==> src/rtl/lsu_pkg.sv <==
// Shared types and helpers for the load/store unit: FSM state encoding,
// RISC-V funct3 size codes, access-size decoding and funct3 legality.
package lsu_pkg;

  typedef enum logic [2:0] {
    ST_IDLE    = 3'd0,
    ST_REQ     = 3'd1,
    ST_WAIT    = 3'd2,
    ST_RESP    = 3'd3,
    ST_REQ_HI  = 3'd4,
    ST_WAIT_HI = 3'd5
  } lsu_state_t;

  localparam logic [2:0] F3_B  = 3'b000;
  localparam logic [2:0] F3_H  = 3'b001;
  localparam logic [2:0] F3_W  = 3'b010;
  localparam logic [2:0] F3_D  = 3'b011;
  localparam logic [2:0] F3_BU = 3'b100;
  localparam logic [2:0] F3_HU = 3'b101;
  localparam logic [2:0] F3_WU = 3'b110;

  function automatic logic [3:0] size_bytes(input logic [2:0] funct3);
    logic [3:0] n;
    case (funct3[1:0])
      2'd0:    n = 4'd1;
      2'd1:    n = 4'd2;
      2'd2:    n = 4'd4;
      default: n = 4'd8;
    endcase
    return n;
  endfunction

  // D and WU only exist on a 64-bit datapath.
  function automatic logic f3_legal(input logic is_load, input logic is_64,
                                    input logic [2:0] funct3);
    logic ok;
    if (is_load) begin
      case (funct3)
        F3_B, F3_H, F3_W, F3_BU, F3_HU: ok = 1'b1;
        F3_D, F3_WU:                    ok = is_64;
        default:                        ok = 1'b0;
      endcase
    end else begin
      case (funct3)
        F3_B, F3_H, F3_W: ok = 1'b1;
        F3_D:             ok = is_64;
        default:          ok = 1'b0;
      endcase
    end
    return ok;
  endfunction

endpackage

==> src/rtl/lsu_align.sv <==
// Combinational lane logic: store byte-enable / data shift over a two-word
// window, and load extraction with sign/zero extension from a two-word window.
module lsu_align
  import lsu_pkg::*;
#(
  parameter int XLEN  = 32,
  parameter int NB    = XLEN / 8,
  parameter int OFS_W = $clog2(NB)
) (
  input  logic [2:0]        funct3_i,
  input  logic [OFS_W-1:0]  ofs_i,
  input  logic [XLEN-1:0]   wdata_i,
  input  logic [2*XLEN-1:0] rwin_i,
  output logic [2*NB-1:0]   be_o,
  output logic [2*XLEN-1:0] wdata_o,
  output logic [XLEN-1:0]   rdata_o
);

  logic [3:0]        nbytes_s;
  logic [NB-1:0]     bm_s;
  logic [XLEN-1:0]   msk_s;
  logic [2*XLEN-1:0] win_s;
  logic              sgn_s;

  assign nbytes_s = size_bytes(funct3_i);
  assign be_o     = {{NB{1'b0}}, bm_s} << ofs_i;
  assign wdata_o  = {{XLEN{1'b0}}, wdata_i} << {ofs_i, 3'b000};
  assign win_s    = rwin_i >> {ofs_i, 3'b000};

  // Byte and bit masks covering the access size.
  always_comb begin
    bm_s  = '0;
    msk_s = '0;
    for (int i = 0; i < NB; i++) begin
      bm_s[i]         = (4'(i) < nbytes_s);
      msk_s[8*i +: 8] = {8{4'(i) < nbytes_s}};
    end
  end

  // Sign bit of the extracted field; funct3[2] marks the unsigned variants.
  always_comb begin
    case (funct3_i[1:0])
      2'd0:    sgn_s = win_s[7];
      2'd1:    sgn_s = win_s[15];
      2'd2:    sgn_s = win_s[31];
      default: sgn_s = win_s[XLEN-1];
    endcase
    if (sgn_s && !funct3_i[2]) begin
      rdata_o = (win_s[XLEN-1:0] & msk_s) | ~msk_s;
    end else begin
      rdata_o = win_s[XLEN-1:0] & msk_s;
    end
  end

endmodule

==> src/rtl/lsu_unit.sv <==
// Load/store unit between execute stage and word-addressed memory port.
// Optional LSU_MISALIGNED_SPLIT_EN makes misaligned accesses legal (split on word crossing).
module lsu_unit
  import lsu_pkg::*;
#(
  parameter int  XLEN   = 32,
  parameter int  ADDR_W = 32,
  localparam int NB     = XLEN / 8,
  localparam int OFS_W  = $clog2(NB)
) (
  input  logic              CLK,
  input  logic              resetn,
  input  logic              req_valid,
  output logic              req_ready,
  input  logic              req_load,
  input  logic [2:0]        req_funct3,
  input  logic [ADDR_W-1:0] req_addr,
  input  logic [XLEN-1:0]   req_wdata,
  output logic              resp_valid,
  output logic              resp_err,
  output logic [XLEN-1:0]   resp_rdata,
  output logic              mem_req_valid,
  input  logic              mem_req_ready,
  output logic              mem_we,
  output logic [ADDR_W-1:0] mem_addr,
  output logic [NB-1:0]     mem_be,
  output logic [XLEN-1:0]   mem_wdata,
  input  logic              mem_rvalid,
  input  logic [XLEN-1:0]   mem_rdata,
  output logic              busy
);

  localparam logic IS64 = (XLEN == 64);

  lsu_state_t        state_q, state_d;
  logic              load_q, load_d, cross_q, cross_d;
  logic [2:0]        f3_q, f3_d;
  logic [ADDR_W-1:0] addr_q, addr_d;
  logic [XLEN-1:0]   wdata_q, wdata_d, lo_word_q, lo_word_d;
  logic              req_ready_q, req_ready_d, busy_q, busy_d;
  logic              resp_valid_q, resp_valid_d, resp_err_q, resp_err_d;
  logic [XLEN-1:0]   resp_rdata_q, resp_rdata_d;
  logic              mem_req_valid_q, mem_req_valid_d, mem_we_q, mem_we_d;
  logic [ADDR_W-1:0] mem_addr_q, mem_addr_d, hi_addr_s;
  logic [NB-1:0]     mem_be_q, mem_be_d;
  logic [XLEN-1:0]   mem_wdata_q, mem_wdata_d;

  logic [3:0]        sz_s;
  logic [4:0]        end_s;
  logic              illegal_s, misal_s, err_s, cross_s;
  logic [2:0]        al_f3_s;
  logic [OFS_W-1:0]  al_ofs_s;
  logic [XLEN-1:0]   al_wdata_s, ext_s;
  logic [2*XLEN-1:0] rwin_s, wd2_s;
  logic [2*NB-1:0]   be2_s;

  assign sz_s      = size_bytes(req_funct3);
  assign illegal_s = !f3_legal(req_load, IS64, req_funct3);
  assign misal_s   = |(req_addr[2:0] & (sz_s[2:0] - 3'd1));
  assign end_s     = 5'(req_addr[OFS_W-1:0]) + 5'(sz_s);

`ifdef LSU_MISALIGNED_SPLIT_EN
  assign err_s   = illegal_s;
  assign cross_s = (end_s > 5'(NB));
`else
  assign err_s   = illegal_s | misal_s;
  assign cross_s = 1'b0;
`endif

  // In IDLE the lanes are computed from the incoming request so the first
  // memory request can be registered on the accept edge.
  assign al_f3_s    = (state_q == ST_IDLE) ? req_funct3 : f3_q;
  assign al_ofs_s   = (state_q == ST_IDLE) ? req_addr[OFS_W-1:0] : addr_q[OFS_W-1:0];
  assign al_wdata_s = (state_q == ST_IDLE) ? req_wdata : wdata_q;
  assign rwin_s     = (state_q == ST_WAIT_HI) ? {mem_rdata, lo_word_q}
                                              : {{XLEN{1'b0}}, mem_rdata};
  assign hi_addr_s  = {addr_q[ADDR_W-1:OFS_W] + {{(ADDR_W-OFS_W-1){1'b0}}, 1'b1},
                       {OFS_W{1'b0}}};

  lsu_align #(.XLEN(XLEN), .NB(NB), .OFS_W(OFS_W)) u_align (
    .funct3_i (al_f3_s),
    .ofs_i    (al_ofs_s),
    .wdata_i  (al_wdata_s),
    .rwin_i   (rwin_s),
    .be_o     (be2_s),
    .wdata_o  (wd2_s),
    .rdata_o  (ext_s)
  );

  // Next-state and registered-output logic for the request FSM.
  always_comb begin
    state_d         = state_q;
    load_d          = load_q;
    cross_d         = cross_q;
    f3_d            = f3_q;
    addr_d          = addr_q;
    wdata_d         = wdata_q;
    lo_word_d       = lo_word_q;
    mem_req_valid_d = mem_req_valid_q;
    mem_we_d        = mem_we_q;
    mem_addr_d      = mem_addr_q;
    mem_be_d        = mem_be_q;
    mem_wdata_d     = mem_wdata_q;
    resp_valid_d    = 1'b0;
    resp_err_d      = 1'b0;
    resp_rdata_d    = '0;
    case (state_q)
      ST_IDLE: begin
        if (req_valid) begin
          load_d  = req_load;
          cross_d = cross_s;
          f3_d    = req_funct3;
          addr_d  = req_addr;
          wdata_d = req_wdata;
          if (err_s) begin
            state_d      = ST_RESP;
            resp_valid_d = 1'b1;
            resp_err_d   = 1'b1;
          end else begin
            state_d         = ST_REQ;
            mem_req_valid_d = 1'b1;
            mem_we_d        = !req_load;
            mem_addr_d      = {req_addr[ADDR_W-1:OFS_W], {OFS_W{1'b0}}};
            mem_be_d        = be2_s[NB-1:0];
            mem_wdata_d     = wd2_s[XLEN-1:0];
          end
        end else begin
          state_d = ST_IDLE;
        end
      end
      ST_REQ, ST_REQ_HI: begin
        if (mem_req_ready) begin
          mem_req_valid_d = 1'b0;
          mem_we_d        = 1'b0;
          mem_addr_d      = '0;
          mem_be_d        = '0;
          mem_wdata_d     = '0;
          if (load_q) begin
            state_d = (state_q == ST_REQ) ? ST_WAIT : ST_WAIT_HI;
          end else if (cross_q && (state_q == ST_REQ)) begin
            state_d         = ST_REQ_HI;
            mem_req_valid_d = 1'b1;
            mem_we_d        = 1'b1;
            mem_addr_d      = hi_addr_s;
            mem_be_d        = be2_s[2*NB-1:NB];
            mem_wdata_d     = wd2_s[2*XLEN-1:XLEN];
          end else begin
            state_d      = ST_RESP;
            resp_valid_d = 1'b1;
          end
        end else begin
          state_d = state_q;
        end
      end
      ST_WAIT, ST_WAIT_HI: begin
        if (mem_rvalid) begin
          if (cross_q && (state_q == ST_WAIT)) begin
            lo_word_d       = mem_rdata;
            state_d         = ST_REQ_HI;
            mem_req_valid_d = 1'b1;
            mem_we_d        = 1'b0;
            mem_addr_d      = hi_addr_s;
            mem_be_d        = be2_s[2*NB-1:NB];
            mem_wdata_d     = wd2_s[2*XLEN-1:XLEN];
          end else begin
            state_d      = ST_RESP;
            resp_valid_d = 1'b1;
            resp_rdata_d = ext_s;
          end
        end else begin
          state_d = state_q;
        end
      end
      ST_RESP: state_d = ST_IDLE;
      default: state_d = ST_IDLE;
    endcase
    req_ready_d = (state_d == ST_IDLE);
    busy_d      = (state_d != ST_IDLE);
  end

  // State and output registers; resetn abandons any outstanding access.
  always_ff @(posedge CLK) begin
    if (!resetn) begin
      state_q         <= ST_IDLE;
      load_q          <= 1'b0;
      cross_q         <= 1'b0;
      f3_q            <= 3'b000;
      addr_q          <= '0;
      wdata_q         <= '0;
      lo_word_q       <= '0;
      req_ready_q     <= 1'b1;
      busy_q          <= 1'b0;
      resp_valid_q    <= 1'b0;
      resp_err_q      <= 1'b0;
      resp_rdata_q    <= '0;
      mem_req_valid_q <= 1'b0;
      mem_we_q        <= 1'b0;
      mem_addr_q      <= '0;
      mem_be_q        <= '0;
      mem_wdata_q     <= '0;
    end else begin
      state_q         <= state_d;
      load_q          <= load_d;
      cross_q         <= cross_d;
      f3_q            <= f3_d;
      addr_q          <= addr_d;
      wdata_q         <= wdata_d;
      lo_word_q       <= lo_word_d;
      req_ready_q     <= req_ready_d;
      busy_q          <= busy_d;
      resp_valid_q    <= resp_valid_d;
      resp_err_q      <= resp_err_d;
      resp_rdata_q    <= resp_rdata_d;
      mem_req_valid_q <= mem_req_valid_d;
      mem_we_q        <= mem_we_d;
      mem_addr_q      <= mem_addr_d;
      mem_be_q        <= mem_be_d;
      mem_wdata_q     <= mem_wdata_d;
    end
  end

  assign req_ready     = req_ready_q;
  assign busy          = busy_q;
  assign resp_valid    = resp_valid_q;
  assign resp_err      = resp_err_q;
  assign resp_rdata    = resp_rdata_q;
  assign mem_req_valid = mem_req_valid_q;
  assign mem_we        = mem_we_q;
  assign mem_addr      = mem_addr_q;
  assign mem_be        = mem_be_q;
  assign mem_wdata     = mem_wdata_q;

endmodule

==> config.mk <==
export PLATFORM = sky130hd
export DESIGN_NAME = lsu_unit
export DESIGN_NICKNAME = d
export VERILOG_FILES = /design/src/rtl/lsu_pkg.sv /design/src/rtl/lsu_align.sv /design/src/rtl/lsu_unit.sv
export SDC_FILE = /design/constraint.sdc
export NUM_CORES = 1
export LEC_CHECK = 0
export CORE_MARGIN = 2
export CORE_UTILIZATION = 49
export CTS_CLUSTER_SIZE = 20
export DETAILED_ROUTE_END_ITERATION = 16
export PLACE_DENSITY_LB_ADDON = 0.12
export SLEW_MARGIN = 20
export SYNTH_ARGS = -nofsm -noshare
export SYNTH_HDL_FRONTEND = slang
export SYNTH_SLANG_ARGS = --single-unit
==> constraint.sdc <==
create_clock -name CLK -period 2.4 [get_ports CLK]
set_input_delay 0.48 -clock CLK [delete_from_list [all_inputs] [get_ports CLK]]
set_output_delay 0.48 -clock CLK [all_outputs]
set_load 0.05 [all_outputs]
==> results of run 1 <==
==> area by class of cell <==
class / instances / area [sq um]
Fill cell: 1204 / 4395
Multi-Input combinational cell: 669 / 4229
Sequential cell: 145 / 2905
Timing Repair Buffer: 275 / 2718
Clock buffer: 19 / 432.9
Tap cell: 188 / 235.2
Clock inverter: 13 / 162.7
Inverter: 3 / 11.26
==> worst paths after layout <==
check	start	to	slack, ns	cells after the start
setup reg to reg	state_q[1]	mem_wdata[4]	0.15	7
hold reg to reg	wdata_q[30]	wdata_q[30]	0.46	2
setup / recovery	state_q[1]	mem_wdata[4]	0.15	7
hold / removal	resetn	mem_addr[9]	0.45	2
==> logic make-up after synthesis <==
| logic type | share of synthesized area, % |
|---|---|
| buffers and inverters | 5.814 |
| AND/OR/NAND/NOR | 16.73 |
| flip-flops | 38.54 |
| AO/OA/AOI/OAI | 27.99 |
| other | 0.04979 |
| multiplexers | 10.53 |
| XOR/XNOR | 0.3489 |
==> per-stage QoR <==
| stage | power, mW | area, sq um | setup slack, ns | TNS [ns] |
|---|---|---|---|---|
| after floorplan | 5.804 | 7536 | 0.3259 | 0 |
| after global placement | 7.309 | 10100 | -0.1201 | -5.225 |
| after detailed placement | 7.378 | 10100 | -0.1329 | -6.104 |
| after CTS | 10.08 | 10690 | 0.1842 | 0 |
| after global routing | 10.57 | 10690 | 0.02536 | 0 |
| final | 10.09 | 10690 | 0.1539 | 0 |
==> where the power goes <==
part	switching, mW	internal [mW]
sequential	0.208	2.69
clock	1.06	1.64
combinational	2.66	1.84
total	3.93	6.16
==> Yosys cell counts (2+ instances only) <==
master                        n  area share (%)
sky130_fd_sc_hd__nand2_1    180             9.0
sky130_fd_sc_hd__dfxtp_1    145              39
sky130_fd_sc_hd__o21ai_0    101             6.7
sky130_fd_sc_hd__a21boi_0    87             8.7
sky130_fd_sc_hd__mux2i_1     71             9.4
sky130_fd_sc_hd__clkbuf_1    50             2.5
sky130_fd_sc_hd__a211oi_1    33             3.3
sky130_fd_sc_hd__a21oi_1     19             1.3
sky130_fd_sc_hd__buf_2       19             1.3
sky130_fd_sc_hd__nor2b_1     18             1.5
sky130_fd_sc_hd__a21boi_1    17             1.7
sky130_fd_sc_hd__and3_1      11            0.91
sky130_fd_sc_hd__nor3_1      11            0.73
sky130_fd_sc_hd__and2_1      10            0.83
sky130_fd_sc_hd__o22a_1      10             1.2
sky130_fd_sc_hd__a221oi_1     8            0.93
sky130_fd_sc_hd__buf_6        8             1.2
sky130_fd_sc_hd__nand3_1      8            0.53
sky130_fd_sc_hd__nor2_1       7            0.35
sky130_fd_sc_hd__mux2_2       6            0.90
sky130_fd_sc_hd__or3_1        6            0.50
sky130_fd_sc_hd__a31oi_1      5            0.42
sky130_fd_sc_hd__buf_4        5            0.50
sky130_fd_sc_hd__o22ai_1      5            0.42
sky130_fd_sc_hd__nor3b_1      4            0.40
sky130_fd_sc_hd__o21a_1       4            0.40
sky130_fd_sc_hd__buf_1        3            0.15
sky130_fd_sc_hd__inv_1        3            0.15
sky130_fd_sc_hd__nand2b_1     3            0.25
sky130_fd_sc_hd__o21ai_1      3            0.20
sky130_fd_sc_hd__o31ai_1      3            0.30
sky130_fd_sc_hd__a21o_1       2            0.20
sky130_fd_sc_hd__a22oi_1      2            0.20
sky130_fd_sc_hd__a2bb2oi_1    2            0.23
sky130_fd_sc_hd__o211ai_1     2            0.20
sky130_fd_sc_hd__xnor2_1      2            0.23
==> per-layer routing <==
layer | vias to the layer above | share of wire, %
met5 | - | 0
met4 | 0 | 3.6
met3 | 57 | 5.7
met2 | 298 | 48
met1 | 3564 | 42
li1 | 3616 | -
==> sequential cells by signal, summed over array words and instances (netlist names) <==
| name | count |
|---|---|
| resp_err | 1 |
| mem_req_valid | 1 |
| wdata_q | 32 |
| mem_be | 4 |
| mem_wdata | 32 |
| mem_addr | 30 |
| req_ready | 1 |
| mem_we | 1 |
| resp_valid | 1 |
| state_q | 3 |
| load_q | 1 |
| resp_rdata | 32 |
| addr_q | 2 |
| f3_q | 3 |
| busy | 1 |
==> worst max-delay path: stages (launching register included) <==
cell and delay [ns]:
sky130_fd_sc_hd__dfxtp_2 0.40, sky130_fd_sc_hd__o31ai_1 0.41, sky130_fd_sc_hd__nand2_2 0.13, sky130_fd_sc_hd__buf_4 0.21, sky130_fd_sc_hd__buf_4 0.16, sky130_fd_sc_hd__nor4_4 0.52, sky130_fd_sc_hd__nand2_1 0.14, sky130_fd_sc_hd__a21boi_1 0.19
==> timing repair <==
action                                  4_1_cts  5_1_grt
endpoints found under the setup margin        0        1
gates resized for setup                       0        1
endpoints found under the hold margin         0        0
==> impl_summary.md, run 1 <==
Timing
The worst-case clock skew is 0.006171 ns. Measured against its own limit, the worst slew margin works out to 41.06%. The transition time of the tightest slew-check pin is 0.8767 ns. The final hold violation count is 0. The post-route fraction of the period consumed by the critical path is 93.59%. Based on the critical path, the design can be clocked at up to 445.2 MHz.

The time the final worst path needs with I/O delays and setup is 2.246 ns. Setup violations remaining at the end of the flow were counted as 0. The number of pins exceeding their max-slew limit in the final report is 0.

Setup repair after global routing left no endpoint under its margin. Across all hold checks on the routed design, the worst slack comes to 0.4453 ns.

Pwr
In this run the power density over the cells is 943.8 nW/um^2. For this design the static power due to leakage is 3.963 nW. The maximum vdd drop is 0.5355 mV.

Cells and area
Measured on the finished design, the core utilization comes to 70.87%. The number of antenna diodes in the final layout is 0. Leaving out fill and tap cells, the most frequent cell in the layout is sky130_fd_sc_hd__clkdlybuf4s50_1. The total number of nets in the final design is 1216.

After the flow finishes, the layout carries non-filler instances totaling 1312. The library cells used most frequently in the layout, excluding fill and tap cells, are 207 x sky130_fd_sc_hd__clkdlybuf4s50_1, 180 x sky130_fd_sc_hd__nand2_1, 143 x sky130_fd_sc_hd__dfxtp_1. The area growth from synthesis to layout is 41.98%.

The post-route netlist has 10.85% of its cells at a drive strength greater than 1.

Job
The max-cap violation count is 0.

Critical path
The required time of the critical path is 2.75 ns. The type of destination of the critical path is a flip-flop. The data arrival time at the worst-slack endpoint is 2.59 ns. STA classifies the critical path startpoint as a flip-flop.

The kind of critical path is flip-flop to flip-flop. In this run the worst path has a maximum fanout of 14.

Global routing
In the global route stage, met1 resource usage came out at 35.96%. The total track usage is 28.37%. Global routing consumed, on the met3 layer, 5.676% of the routing resources. Global routing used 46.87% of the available met2 tracks. Entering global routing, the biggest net connects 100 pins.

The via count of the first global-routing pass is 7230. The total grt overflow is 0. The global-route layer with the greatest usage is met2.

The first global-routing pass estimated 36780 microns of wire. The number of antenna violations at the first check in global routing is 0.

Yosys
The number of synthesized flops with an enable pin is 0. The number of different library cells used by synthesis comes to 65. After synthesis the cells add up to 7532 sq um. Dividing the synthesized area by the synthesized cell count gives 8.351 sq um. The count of warnings emitted by yosys is 0. Of all flip-flops after synthesis, the portion carrying an async set or reset was 0%. The most used flip-flop cell after synthesis is sky130_fd_sc_hd__dfxtp_1.

The gate count of the mapped netlist is 902. For this run, the register share of the synthesized area comes to 38.54%. The register bit count reported by yosys is 145.

Drt
Wires add up to 23260 microns. For this run, design rule violations remaining after detail routing come to 0. The count of nets left with antenna violations once routing finished came out at 0. The number of detailed-route iterations in the first pass is 5. For this block, the via count after detailed routing is 7535. Dividing the detail-routed wire length by the instance count gives 17.73 microns. Dividing the detail-routed via count by the number of cells gives 5.743.

The detailed router finished its first iteration with 645 violations.

CTS
The deepest level of the CTS H-tree is 4. Once the clock tree was built, the setup fixing pass inserted 0 buffers. For this design, the sink count on the clock tree is 145.

TritonCTS built the clock tree. The clock slew at the register clock pins of the worst setup and hold paths is 0.06 ns. TritonCTS created 17 clock buffers. CTS placed an instance of sky130_fd_sc_hd__clkbuf_16 at the clock tree root. The count of hold-fix buffers inserted at cts is 0. The largest buffer count on any clock path is 2. The clock reaches the later pin of the worst-skew pair after 0.42 ns.

Outcome
The flow ran to the end, and the final reports show no timing, DRC or antenna violations.

Floorplanning
In this run the vertical extent of the chip is 128.0 microns. The starting density of the core is 49.92%. 211 I/O pins were placed. In this run the standard cell core region covers 15090 sq um.

The x dimension of the die is 128.0 microns. The floorplan die area is 16380 sq um. The number of rows in the core area is 45.

Min path
The worst hold path belongs to the class input pin to flip-flop.

Placed design
The congestion estimate from routability-driven global placement came to 0.9180. Detailed placement ended at an HPWL of 15970 microns. The total instance count after detailed placement is 1280. During placement, the flow inserted port buffers numbering 208.
Power figures use the tool's default switching activity.
==> run 2, diff against run 1 <==
Settings changed: CORE_UTILIZATION 49 to 52.
Clock period 2.4 ns to 2.74 ns, I/O delays scaled along.
==> run 2 against run 1 <==
Routed wire length shrank 0.68%. Setup slack gained 0.11 ns. Highest routed layer unchanged. Largest power group unchanged. Flip-flop and latch count is the same. First-iteration DRC count shrank 2.5%. Register-to-register slack gained 0.11 ns. Fmax shrank 9.1%. Via count shrank 1.2%. Sequential share of layout area grew 0.69 points. Total power shrank 14%.
==> impl_summary.md, run 2 (same netlist as run 1, synthesis figures left out) <==
Outcome
Run status: finished, final reports clean (unchanged).

Critical path
The required time of the critical path was 3.08 ns (was 2.75 ns). The cell with the biggest individual delay on the critical path is sky130_fd_sc_hd__dfxtp_1 (was sky130_fd_sc_hd__nor4_4). The setup slack of the worst register-to-register path was 0.27 ns (was 0.15 ns). The end of the critical path is resp_rdata[9] (was mem_wdata[4]). The maximum fanout along the worst path is 18 (was 14). The beginning of the critical path is state_q[2] (was state_q[1]). The data arrival time at the worst-slack endpoint came to 2.81 ns (was 2.59 ns).

Cell chain of the critical path: and3b_1, buf_4, nand2_1, o32ai_2, o21ai_1, buf_4, o22ai_1 (was o31ai_1, nand2_2, buf_4, buf_4, nor4_4, nand2_1, a21boi_1). The dominant cell type by count on the critical path is sky130_fd_sc_hd__buf_4 (unchanged). The endpoint of the worst register-to-register path is resp_rdata[9] (was mem_wdata[4]). The kind of critical path is flip-flop to flip-flop (unchanged). The depth of the worst register-to-register path came to 7 (unchanged). The type of destination of the critical path is a flip-flop (unchanged). The launch point of the worst reg-to-reg path is state_q[2] (was state_q[1]).

The launching element type of the critical path is a flip-flop (unchanged). The maximum single-stage delay on the critical path came to 0.75 ns (was 0.52 ns).

Cells and area
Highest-count cells in the layout ignoring fill and taps: 207 x sky130_fd_sc_hd__clkdlybuf4s50_1, 180 x sky130_fd_sc_hd__nand2_1, 144 x sky130_fd_sc_hd__dfxtp_1 (was 207 x sky130_fd_sc_hd__clkdlybuf4s50_1, 180 x sky130_fd_sc_hd__nand2_1, 143 x sky130_fd_sc_hd__dfxtp_1). The fraction of layout cells with a size suffix above 1 is 8.660% (was 10.85%). The total number of nets in the final design is 1189 (was 1216).

The area overhead of the layout relative to synthesis is 38.39% (was 41.98%). The antenna diode count was 0 (unchanged). The final core utilization is 74.52% (was 70.87%).

The commonest non-fill, non-tap cell in the layout is sky130_fd_sc_hd__clkdlybuf4s50_1 (unchanged).

Drt
The overall via count from detail_route is 7448 (was 7535). The number of nets still failing antenna checks after routing is 0 (unchanged). The DRC violation count after routing is 0 (unchanged). The detailed-route wire length is 23100 microns (was 23260 microns). The DRC marker count from the first detailed-route iteration is 629 (was 645).

The average wire length per cell after detail routing is 18.09 microns (was 17.73 microns). The post-detailed-route via-to-cell ratio is 5.832 (was 5.743). The number of detailed-route iterations in the first pass was 6 (was 5).

CTS
The root buffer cell is sky130_fd_sc_hd__clkbuf_16 (unchanged). The deepest level of the CTS H-tree is 4 (unchanged). The CTS buffer count is 17 (unchanged).

The largest buffer count on any clock path is 2 (unchanged). The count of hold-fix buffers inserted at cts was 0 (unchanged). The clock network latency to the later pin of the worst-skew pair is 0.42 ns (about the same). The setup fix buffers added after clock tree synthesis is 0 (unchanged). The number of clock sinks came to 145 (unchanged).

The count of instances resized after the clock tree is built is 0 (unchanged). The CTS tree is yes (unchanged). The clock slew at the register clock pins of the worst setup and hold paths came to 0.06 ns (about the same).

Min path
The startpoint of the tightest hold check path is resetn (unchanged). The instance count along the most critical hold path is 3 (was 2). The type of the tightest min-delay check is input pin to flip-flop (unchanged).

Timing
The final-report setup violation count was 0 (unchanged). The number of pins exceeding their max-slew limit in the final report is 0 (unchanged). Setup repair after global routing missed its margin: false (unchanged). The setup TNS came to 0 ns (unchanged).

The final hold violation count is 0 (unchanged). The worst slew slack as a fraction of its limit is 42.94% (was 41.06%). The transition time of the tightest slew-check pin came to 0.8486 ns (was 0.8767 ns). The post-route fraction of the period consumed by the critical path is 90.22% (was 93.59%).

The worst-case clock skew is 0.007005 ns (was 0.006171 ns). The fmax came to 404.5 MHz (was 445.2 MHz). The time the final worst path needs with I/O delays and setup is 2.472 ns (was 2.246 ns).

The final worst hold slack was 0.4505 ns (was 0.4453 ns).

Pwr
The clock share of power is 27.7% (was 26.7%). The switching power share of the total is 39.09% (was 38.96%). The share of total power in sequential cells is 29.6% (was 28.7%). The maximum vdd drop is 0.5183 mV (was 0.5355 mV). The internal cell power came to 5.256 mW (was 6.160 mW). The combinational share of power is 42.7% (was 44.6%). The reported leakage power came to 3.811 nW (was 3.963 nW). The net switching component of the power came to 3.374 mW (was 3.932 mW). The power density over the cells came to 828.0 nW/um^2 (was 943.8 nW/um^2).

Floorplanning
The starting density of the core is 53.85% (was 49.92%). The I/O pin count was 211 (unchanged). The height of the die is 124.4 microns (was 128.0 microns).

The number of rows in the core area came to 43 (was 45). The core area is 13990 sq um (was 15090 sq um). The floorplan die area is 15460 sq um (was 16380 sq um). The x dimension of the die was 124.4 microns (was 128.0 microns).

Global routing
The wire length of the first global-routing pass is 36370 microns (was 36780 microns). The total track usage is 29.03% (was 28.37%). The total grt overflow is 0 (unchanged). The number of antenna violations at the first check in global routing is 0 (unchanged). The largest net degree at the start of global routing came to 78 (was 100). The via count of the first global-routing pass came to 6968 (was 7230).

Placed design
The half-perimeter wire length after detailed placement is 15770 microns (was 15970 microns). The placer's final routability congestion estimate is 0.8672 (was 0.9180). The count of input and output buffers is 208 (unchanged).

Job
The max-cap violation count is 0 (unchanged).
==> run 2: power by group through the flow <==
stage	Clock (mW)	Sequential [mW]	Combinational, mW
6_report	2.39	2.55	3.69
5_1_grt	2.51	2.58	3.93
4_1_cts	2.41	2.55	3.66
3_5_place_dp	0	2.59	3.62
3_3_place_gp	0	2.59	3.60
2_1_floorplan	0	2.99	2.09
==> run 2: how the worst min path moves through the flow <==
stage                        to  slack, ns
finish               resp_valid       0.45
global route         resp_valid       0.46
CTS                  resp_valid       0.43
detailed placement  wdata_q[27]       0.46
global placement    wdata_q[27]       0.45
floorplan           wdata_q[24]       0.44
==> run 2: per-layer routing <==
| layer | vias to the layer above | GRT usage (%) | wire, microns |
|---|---|---|---|
| met4 | 0 | 11.43 | 665 |
| met2 | 298 | 48.79 | 11550 |
| met5 | - | 0 | 0 |
| met1 | 3532 | 36.43 | 9557 |
| li1 | 3570 | - | - |
| met3 | 48 | 6.057 | 1327 |
==> run 2: critical path, delay by kind of cell, from the launching register on <==
kind | cells | cell delay, ns
compound gates | 3 | 0.57
buf+inv | 2 | 0.39
flops | 1 | 0.75
simple gates | 2 | 0.66
==> run 2: final cells by class <==
class	instances	area, sq um
Clock inverter	12	157.7
Clock buffer	20	456.7
Tap cell	180	225.2
Fill cell	1085	3565
Multi-Input combinational cell	669	4229
Timing Repair Buffer	248	2440
Inverter	3	11.26
Sequential cell	145	2904
==> run 2: through the flow <==
| stage | instances | area [sq um] | setup WS, ns | power [mW] |
|---|---|---|---|---|
| floorplan | 903 | 7536 | 0.6571 | 5.084 |
| global placement | 1245 | 9809 | 0.1342 | 6.185 |
| detailed placement | 1245 | 9809 | 0.08254 | 6.215 |
| CTS | 1277 | 10420 | 0.3580 | 8.618 |
| global route | 1277 | 10420 | 0.1611 | 9.020 |
| finish | 1277 | 10420 | 0.2679 | 8.630 |
